[src/rtl/player_motion_ctrl.sv]
`default_nettype none
//------------------------------------------------------------------------------
// Module      : player_motion_ctrl
// Description : Two-player horizontal motion controller with knockback.
//               Advances both X positions once per frame_tick from each
//               player's movement FSM code, applies knockback after a hit,
//               clamps to the walls and keeps the players at least MIN_SEP
//               apart.
// Ports       : clk, reset_n (sync, active low), frame_tick (update strobe),
//               p1_state/p2_state (1=FORWARD, 2=BACKWARD, else hold),
//               p1_hit/p2_hit (start knockback),
//               p1_x/p2_x (registered positions),
//               p1_kb_active/p2_kb_active (registered knockback flags),
//               p1_at_wall/p2_at_wall, contact (decoded from positions).
// Revision    : 1.0 - initial release
//------------------------------------------------------------------------------
module player_motion_ctrl #(
    parameter int POS_W     = 10,
    parameter int CHAR_W    = 64,
    parameter int MAP_W     = 640,
    parameter int FWD_STEP  = 3,
    parameter int BWD_STEP  = 2,
    parameter int KB_STEP   = 4,
    parameter int KB_FRAMES = 8,
    parameter int MIN_SEP   = 2 * CHAR_W
) (
    input  logic             clk,
    input  logic             reset_n,
    input  logic             frame_tick,
    input  logic [3:0]       p1_state,
    input  logic [3:0]       p2_state,
    input  logic             p1_hit,
    input  logic             p2_hit,
    output logic [POS_W-1:0] p1_x,
    output logic [POS_W-1:0] p2_x,
    output logic             p1_kb_active,
    output logic             p2_kb_active,
    output logic             p1_at_wall,
    output logic             p2_at_wall,
    output logic             contact
);

    // Two spare bits keep every intermediate sum/difference from wrapping.
    localparam int c_SW = POS_W + 2;
    localparam int c_CW = $clog2(KB_FRAMES + 1);

    typedef logic signed [c_SW-1:0] pos_t;

    localparam pos_t            c_X_MIN   = pos_t'(CHAR_W);
    localparam pos_t            c_X_MAX   = pos_t'(MAP_W - CHAR_W);
    localparam pos_t            c_FWD     = pos_t'(FWD_STEP);
    localparam pos_t            c_BWD     = pos_t'(BWD_STEP);
    localparam pos_t            c_KB      = pos_t'(KB_STEP);
    localparam pos_t            c_SEP     = pos_t'(MIN_SEP);
    localparam logic [c_CW-1:0] c_KB_LOAD = c_CW'(KB_FRAMES);
    localparam logic [c_CW-1:0] c_KB_LAST = c_CW'(1);

    typedef enum logic [0:0] {
        ST_MOVE = 1'b0,
        ST_KB   = 1'b1
    } kb_state_t;

    kb_state_t         r_p1_st, r_p2_st, w_p1_st_nxt, w_p2_st_nxt;
    logic [c_CW-1:0]   r_p1_cnt, r_p2_cnt, w_p1_cnt_nxt, w_p2_cnt_nxt;
    logic              r_p1_pend, r_p2_pend;
    logic [POS_W-1:0]  r_p1_x, r_p2_x;

    logic              w_p1_hit, w_p2_hit;
    pos_t              w_p1_step, w_p2_step;
    pos_t              w_x1, w_x2, w_c1, w_c2, w_n1, w_n2, w_f1, w_f2;

    // A hit seen between ticks is remembered and acted on at the next tick.
    assign w_p1_hit = p1_hit | r_p1_pend;
    assign w_p2_hit = p2_hit | r_p2_pend;

    // Per-player next state and displacement. P1 forward is +x, P2 forward
    // is -x; knockback always pushes a player toward its own wall.
    always_comb begin
        w_p1_st_nxt  = r_p1_st;
        w_p1_cnt_nxt = r_p1_cnt;
        w_p1_step    = '0;
        case (r_p1_st)
            ST_MOVE: begin
                if (w_p1_hit) begin
                    w_p1_st_nxt  = ST_KB;
                    w_p1_cnt_nxt = c_KB_LOAD;
                end else if (p1_state == 4'd1) begin
                    w_p1_step = c_FWD;
                end else if (p1_state == 4'd2) begin
                    w_p1_step = -c_BWD;
                end
            end
            default: begin
                w_p1_step = -c_KB;
                if (w_p1_hit) begin
                    w_p1_cnt_nxt = c_KB_LOAD;
                end else begin
                    w_p1_cnt_nxt = r_p1_cnt - c_KB_LAST;
                    if (r_p1_cnt == c_KB_LAST) begin
                        w_p1_st_nxt = ST_MOVE;
                    end
                end
            end
        endcase
    end

    always_comb begin
        w_p2_st_nxt  = r_p2_st;
        w_p2_cnt_nxt = r_p2_cnt;
        w_p2_step    = '0;
        case (r_p2_st)
            ST_MOVE: begin
                if (w_p2_hit) begin
                    w_p2_st_nxt  = ST_KB;
                    w_p2_cnt_nxt = c_KB_LOAD;
                end else if (p2_state == 4'd1) begin
                    w_p2_step = -c_FWD;
                end else if (p2_state == 4'd2) begin
                    w_p2_step = c_BWD;
                end
            end
            default: begin
                w_p2_step = c_KB;
                if (w_p2_hit) begin
                    w_p2_cnt_nxt = c_KB_LOAD;
                end else begin
                    w_p2_cnt_nxt = r_p2_cnt - c_KB_LAST;
                    if (r_p2_cnt == c_KB_LAST) begin
                        w_p2_st_nxt = ST_MOVE;
                    end
                end
            end
        endcase
    end

    // Candidate positions, clamped exactly onto the wall limits, then the
    // separation rule: only a move that closes the gap is cancelled.
    always_comb begin
        w_x1 = pos_t'({2'b00, r_p1_x});
        w_x2 = pos_t'({2'b00, r_p2_x});
        w_c1 = w_x1 + w_p1_step;
        w_c2 = w_x2 + w_p2_step;
        w_n1 = (w_c1 < c_X_MIN) ? c_X_MIN : ((w_c1 > c_X_MAX) ? c_X_MAX : w_c1);
        w_n2 = (w_c2 < c_X_MIN) ? c_X_MIN : ((w_c2 > c_X_MAX) ? c_X_MAX : w_c2);
        w_f1 = w_n1;
        w_f2 = w_n2;
        if ((w_n2 - w_n1) < c_SEP) begin
            w_f1 = (w_n1 > w_x1) ? w_x1 : w_n1;
            w_f2 = (w_n2 < w_x2) ? w_x2 : w_n2;
            if ((w_f2 - w_f1) < c_SEP) begin
                w_f1 = w_x1;
                w_f2 = w_x2;
            end
        end
    end

    always_ff @(posedge clk) begin
        if (!reset_n) begin
            r_p1_x    <= POS_W'(CHAR_W);
            r_p2_x    <= POS_W'(MAP_W - CHAR_W);
            r_p1_st   <= ST_MOVE;
            r_p2_st   <= ST_MOVE;
            r_p1_cnt  <= '0;
            r_p2_cnt  <= '0;
            r_p1_pend <= 1'b0;
            r_p2_pend <= 1'b0;
        end else if (frame_tick) begin
            r_p1_x    <= w_f1[POS_W-1:0];
            r_p2_x    <= w_f2[POS_W-1:0];
            r_p1_st   <= w_p1_st_nxt;
            r_p2_st   <= w_p2_st_nxt;
            r_p1_cnt  <= w_p1_cnt_nxt;
            r_p2_cnt  <= w_p2_cnt_nxt;
            r_p1_pend <= 1'b0;
            r_p2_pend <= 1'b0;
        end else begin
            r_p1_pend <= r_p1_pend | p1_hit;
            r_p2_pend <= r_p2_pend | p2_hit;
        end
    end

    // Final positions are always inside the walls, so the guard bits are 0.
    logic w_unused_guard;
    assign w_unused_guard = |{w_f1[c_SW-1:POS_W], w_f2[c_SW-1:POS_W]};

    assign p1_x         = r_p1_x;
    assign p2_x         = r_p2_x;
    assign p1_kb_active = (r_p1_st == ST_KB);
    assign p2_kb_active = (r_p2_st == ST_KB);
    assign p1_at_wall   = (w_x1 == c_X_MIN);
    assign p2_at_wall   = (w_x2 == c_X_MAX);
    assign contact      = ((w_x2 - w_x1) == c_SEP);

endmodule
`default_nettype wire

[config.mk]
export PLATFORM = sky130hd
export DESIGN_NAME = player_motion_ctrl
export DESIGN_NICKNAME = d
export VERILOG_FILES = /design/src/rtl/player_motion_ctrl.sv
export SDC_FILE = /design/constraint.sdc
export NUM_CORES = 1
export LEC_CHECK = 0
export CORE_UTILIZATION = 40
export DETAILED_ROUTE_END_ITERATION = 10
export GPL_TIMING_DRIVEN = 0
export PLACE_DENSITY = 0.69
export SLEW_MARGIN = 15
export SYNTH_ARGS = -nofsm -noshare
export SYNTH_HDL_FRONTEND = slang
export SYNTH_SLANG_ARGS = --single-unit
[constraint.sdc]
create_clock -name clk -period 12.4 [get_ports clk]
set_clock_uncertainty 0.2 [all_clocks]
set_input_delay 3.72 -clock clk [delete_from_list [all_inputs] [get_ports clk]]
set_output_delay 3.72 -clock clk [all_outputs]
set_load 0.01 [all_outputs]
==> flow_metrics.py <==
metrics = {
    "sta": {
        "max_freq_mhz": 82.9,
        "finalSetupViolCount": 0,
        "maxSlewViolCount": 0,
        "layout_min_cycle_time_ns": 12.06,
        "holdWs_ns": 0.291,
        "worstMarginPinSlew_ns": 0.780,
        "tns_ns": 0,
        "hold_viol_final": 0,
        "slew_headroom_pct": 46.6,
        "finalCritPeriodShare_pct": 97.3,
    },
    "global_route": {
        "antenna_found_initial": 0,
        "grt_pass1_vias": 4408,
        "grt_max_degree": 13,
        "overflow": 0,
        "grt_first_pass_wirelength_um": 21300,
        "grt_use_total_pct": 22.6,
    },
    "routing": {
        "vias_per_cell": 5.92,
        "drc": 0,
        "ant_nets": 0,
        "drt-total-wl_um": 13300,
        "wire_per_inst_um": 16.4,
        "drtIter0Drc": 302,
        "vias": 4803,
        "firstDrtPassIters": 5,
    },
    "setup_path": {
        "path_class": "primary input to flip-flop",
        "path_common_cell": "a21o_1",
        "reg2reg_from": "r_p2_pend",
        "reg2reg_depth": 41,
        "start_kind": "primary input",
        "cp_max_fo": 11,
        "arrival_ns": 12.03,
        "cpMaxStageDelayCell": "clkdlybuf4s50_1",
        "critPathMaxStageDelay_ns": 0.42,
        "cp_data_required_time_ns": 12.37,
        "reg2reg_slack_ns": 3.93,
        "end_kind": "flip-flop",
        "reg2reg_to": "p1_x[6]",
    },
    "cts": {
        "cts.sinks": 32,
        "insertion_delay_ns": 0.28,
        "cts_buffers": 5,
        "clk_path_buf_depth": 2,
        "htree_levels": 2,
        "cts_hold_buf": 0,
        "root_buffer": "clkbuf_16",
        "cts_tree": "built",
        "cts.clk_slew.worst_paths_ns": 0.05,
    },
    "worst_hold_path": {
        "min-delay-start": "r_p2_cnt[3]",
        "holdCritPathClass": "flip-flop to flip-flop",
        "worstHoldEndpoint": "r_p2_cnt[3]",
        "hold-path-cell-count": 2,
    },
    "finish": {
        "final_net_count": 761,
        "fillers": 1075,
        "design_area_sq_um": 5470,
        "seqCellArea_sq_um": 641,
        "multi_input_area_sq_um": 3790,
        "area_delta_synth_final_pct": 18.4,
        "antenna_cells": 0,
        "layout-drive-gt1-share_pct": 9.24,
    },
    "synthesis": {
        "synth_xor_area_share_pct": 3.22,
        "synth_cell_types": 75,
        "synthSimpleGateAreaFrac_pct": 24.9,
        "yosysWarnings": 0,
        "yosysSeqAreaShare_pct": 13.9,
        "synth-edff-count": 0,
        "synthMuxAreaShare_pct": 0.650,
        "synth_top_family_by_area": "compound AO/OA/AOI/OAI gates",
        "synth_fa_ha_area_share_pct": 21.5,
        "synth_seq_cells": 32,
        "synth_top_cell_by_area": "ha_1",
        "synthesis.area_sq_um": 4620,
        "synth_compound_area_share_pct": 29.3,
        "post_synth.cell_area_avg_sq_um": 7.46,
        "yosys.area.top_type_share_pct": 20.6,
        "async_reset_ff_share_pct": 0,
        "synth_area_leaders": "ha_1 (21%), dfxtp_1 (14%), a21oi_1 (6.2%)",
        "synthFlopType": "dfxtp_1",
        "synth_cells": 619,
    },
    "power_and_ir_drop": {
        "combPwrFrac_pct": 79.0,
        "power_frac_seq_pct": 10.7,
        "p_sw_share_pct": 51.7,
        "switchingPower_w": 0.000632,
        "power.leakage_nw": 2.25,
        "p_total_w": 0.00122,
        "power.density_nw_per_um2": 224,
        "ir_drop_mv": 0.112,
        "p_int_w": 0.000591,
        "pwr-share-clk_pct": 10.3,
    },
    "floorplanning": {
        "die-area_sq_um": 12000,
        "core.rowCount": 38,
        "core_sq_um": 11000,
        "fp.dieH_um": 109,
        "start_util_pct": 41.9,
        "io-pin-count": 38,
        "fp.dieW_um": 109,
    },
    "status": {
        "outcome": "complete, no violations",
    },
    "placement": {
        "placed_cell_area_sq_um": 5170,
        "gp_congestion": 0.909,
        "port_buffers": 37,
        "place_hpwl_um": 10600,
    },
    "job": {
        "max_cap_violations": 0,
    },
}
==> logic make-up after synthesis <==
| logic type | count (synthesis) |
|---|---|
| multiplexers | 3 |
| other | 2 |
| flip-flops | 32 |
| XOR/XNOR | 17 |
| adder cells (fa/ha/maj) | 78 |
| buffers and inverters | 73 |
| AO/OA/AOI/OAI | 197 |
| AND/OR/NAND/NOR | 217 |
==> Yosys cell counts (4+ instances only) <==
master     n
o21ai_0   29
ha_1      76
nor3_1    11
o211ai_1   6
xnor2_1   10
or4_1      4
nand2b_1  15
nand3_1   12
xor2_1     7
clkbuf_1  12
o21ai_1    9
and2_1     9
nor3b_1    6
o31ai_1    9
or3_1     17
nand2_1   33
nand4_1    9
dfxtp_1   32
nor2_1    66
a21o_1    19
a22oi_1    4
a31oi_1    8
inv_1     53
a21oi_1   57
nor4_1     8
o21a_1     9
or2_2      7
a211oi_1   8
==> cells in the final DEF, fill, tap and decap left out, drive strengths merged, types with 3 or more instances in the layout <==
cell	netlist	final
nand4b	3	3
nor3b	6	6
nand3	12	12
xor2	7	7
clkbuf	13	18
o21a	9	9
o31ai	11	11
nor4b	3	3
a21o	19	19
o41ai	4	4
conb	2	5
a21oi	57	57
and2	10	10
or4	4	4
dfxtp	32	32
buf	7	12
a31oi	8	8
o31a	3	3
mux2i	3	3
clkdlybuf4s50	0	37
a211oi	11	11
a41oi	4	4
nand2	33	33
inv	53	52
or3	17	17
xnor2	10	10
ha	76	76
o211ai	6	6
nor2	67	67
nand4	9	9
a22oi	4	4
nor3	12	12
or2	7	7
nand2b	15	15
o21ai	39	39
nor4	8	8
==> layer usage <==
metal  up-vias  global-route usage (%)  share of wire [%]
met5         -                       0                  0
met4         0                    6.10                1.7
met3        22                    3.91                5.7
met2       154                    37.3                 46
met1      2250                    30.2                 46
li1       2377                       -                  -
==> worst max-delay path: cells and delay by family <==
family | cells | cell delay (ns)
AO/OA/AOI/OAI | 17 | 3.06
XOR/XNOR | 2 | 0.44
adder cells (fa/ha/maj) | 5 | 1.47
buffers and inverters | 7 | 1.57
AND/OR/NAND/NOR | 11 | 1.75
==> power by group through the flow <==
| stage | clock network, W | logic, W | registers (W) |
|---|---|---|---|
| finish | 0.000126 | 0.000967 | 0.000131 |
| global route | 0.000132 | 0.00105 | 0.000133 |
| CTS | 0.000126 | 0.000889 | 0.000131 |
| detailed placement | 0 | 0.000876 | 0.000133 |
| global placement | 0 | 0.000844 | 0.000133 |
| floorplan | 0 | 0.000654 | 0.000133 |
==> worst max path at each step <==
stage	from	depth (start not counted)	slack (ns)	to
3_3_place_gp	p2_hit	41	-0.65	p1_x[6]
5_1_grt	p2_hit	42	-0.06	p1_x[6]
3_5_place_dp	p2_hit	41	-0.82	p1_x[6]
6_report	p2_hit	42	0.34	p1_x[6]
2_1_floorplan	p2_hit	40	1.09	p1_x[6]
4_1_cts	p2_hit	42	0.02	p2_x[5]
==> area by class of cell <==
| class | count | area share (%) |
|---|---|---|
| tap | 140 | 3.20 |
| clock inverter | 2 | 0.183 |
| inverter | 53 | 3.71 |
| buffer | 19 | 1.92 |
| timing repair buffer | 42 | 7.46 |
| sequential | 32 | 11.7 |
| clock buffer | 6 | 2.54 |
| multi-input combinational | 517 | 69.3 |
==> timing repair <==
item / CTS / global route
setup endpoints to repair: 20 / 20
pin swaps: 1 / 7
buffers inserted: 0 / 5
gates resized for setup: 4 / 27
==> per-stage QoR <==
step           instances  worst slack [ns]  util, %
2_1_floorplan        622              1.09        -
3_3_place_gp         799            -0.646     46.9
3_5_place_dp         799            -0.824     46.9
4_1_cts              806            0.0165     48.3
5_1_grt              811           -0.0648     49.6
6_report             811             0.338     49.6
==> state kept, by name (all words and copies together), names as in the netlist <==
register,cells
p1_x,10
r_p2_pend,1
p2_x,10
r_p2_cnt,4
r_p1_pend,1
p2_kb_active,1
p1_kb_active,1
r_p1_cnt,4
(Power assumes the default switching activity.)
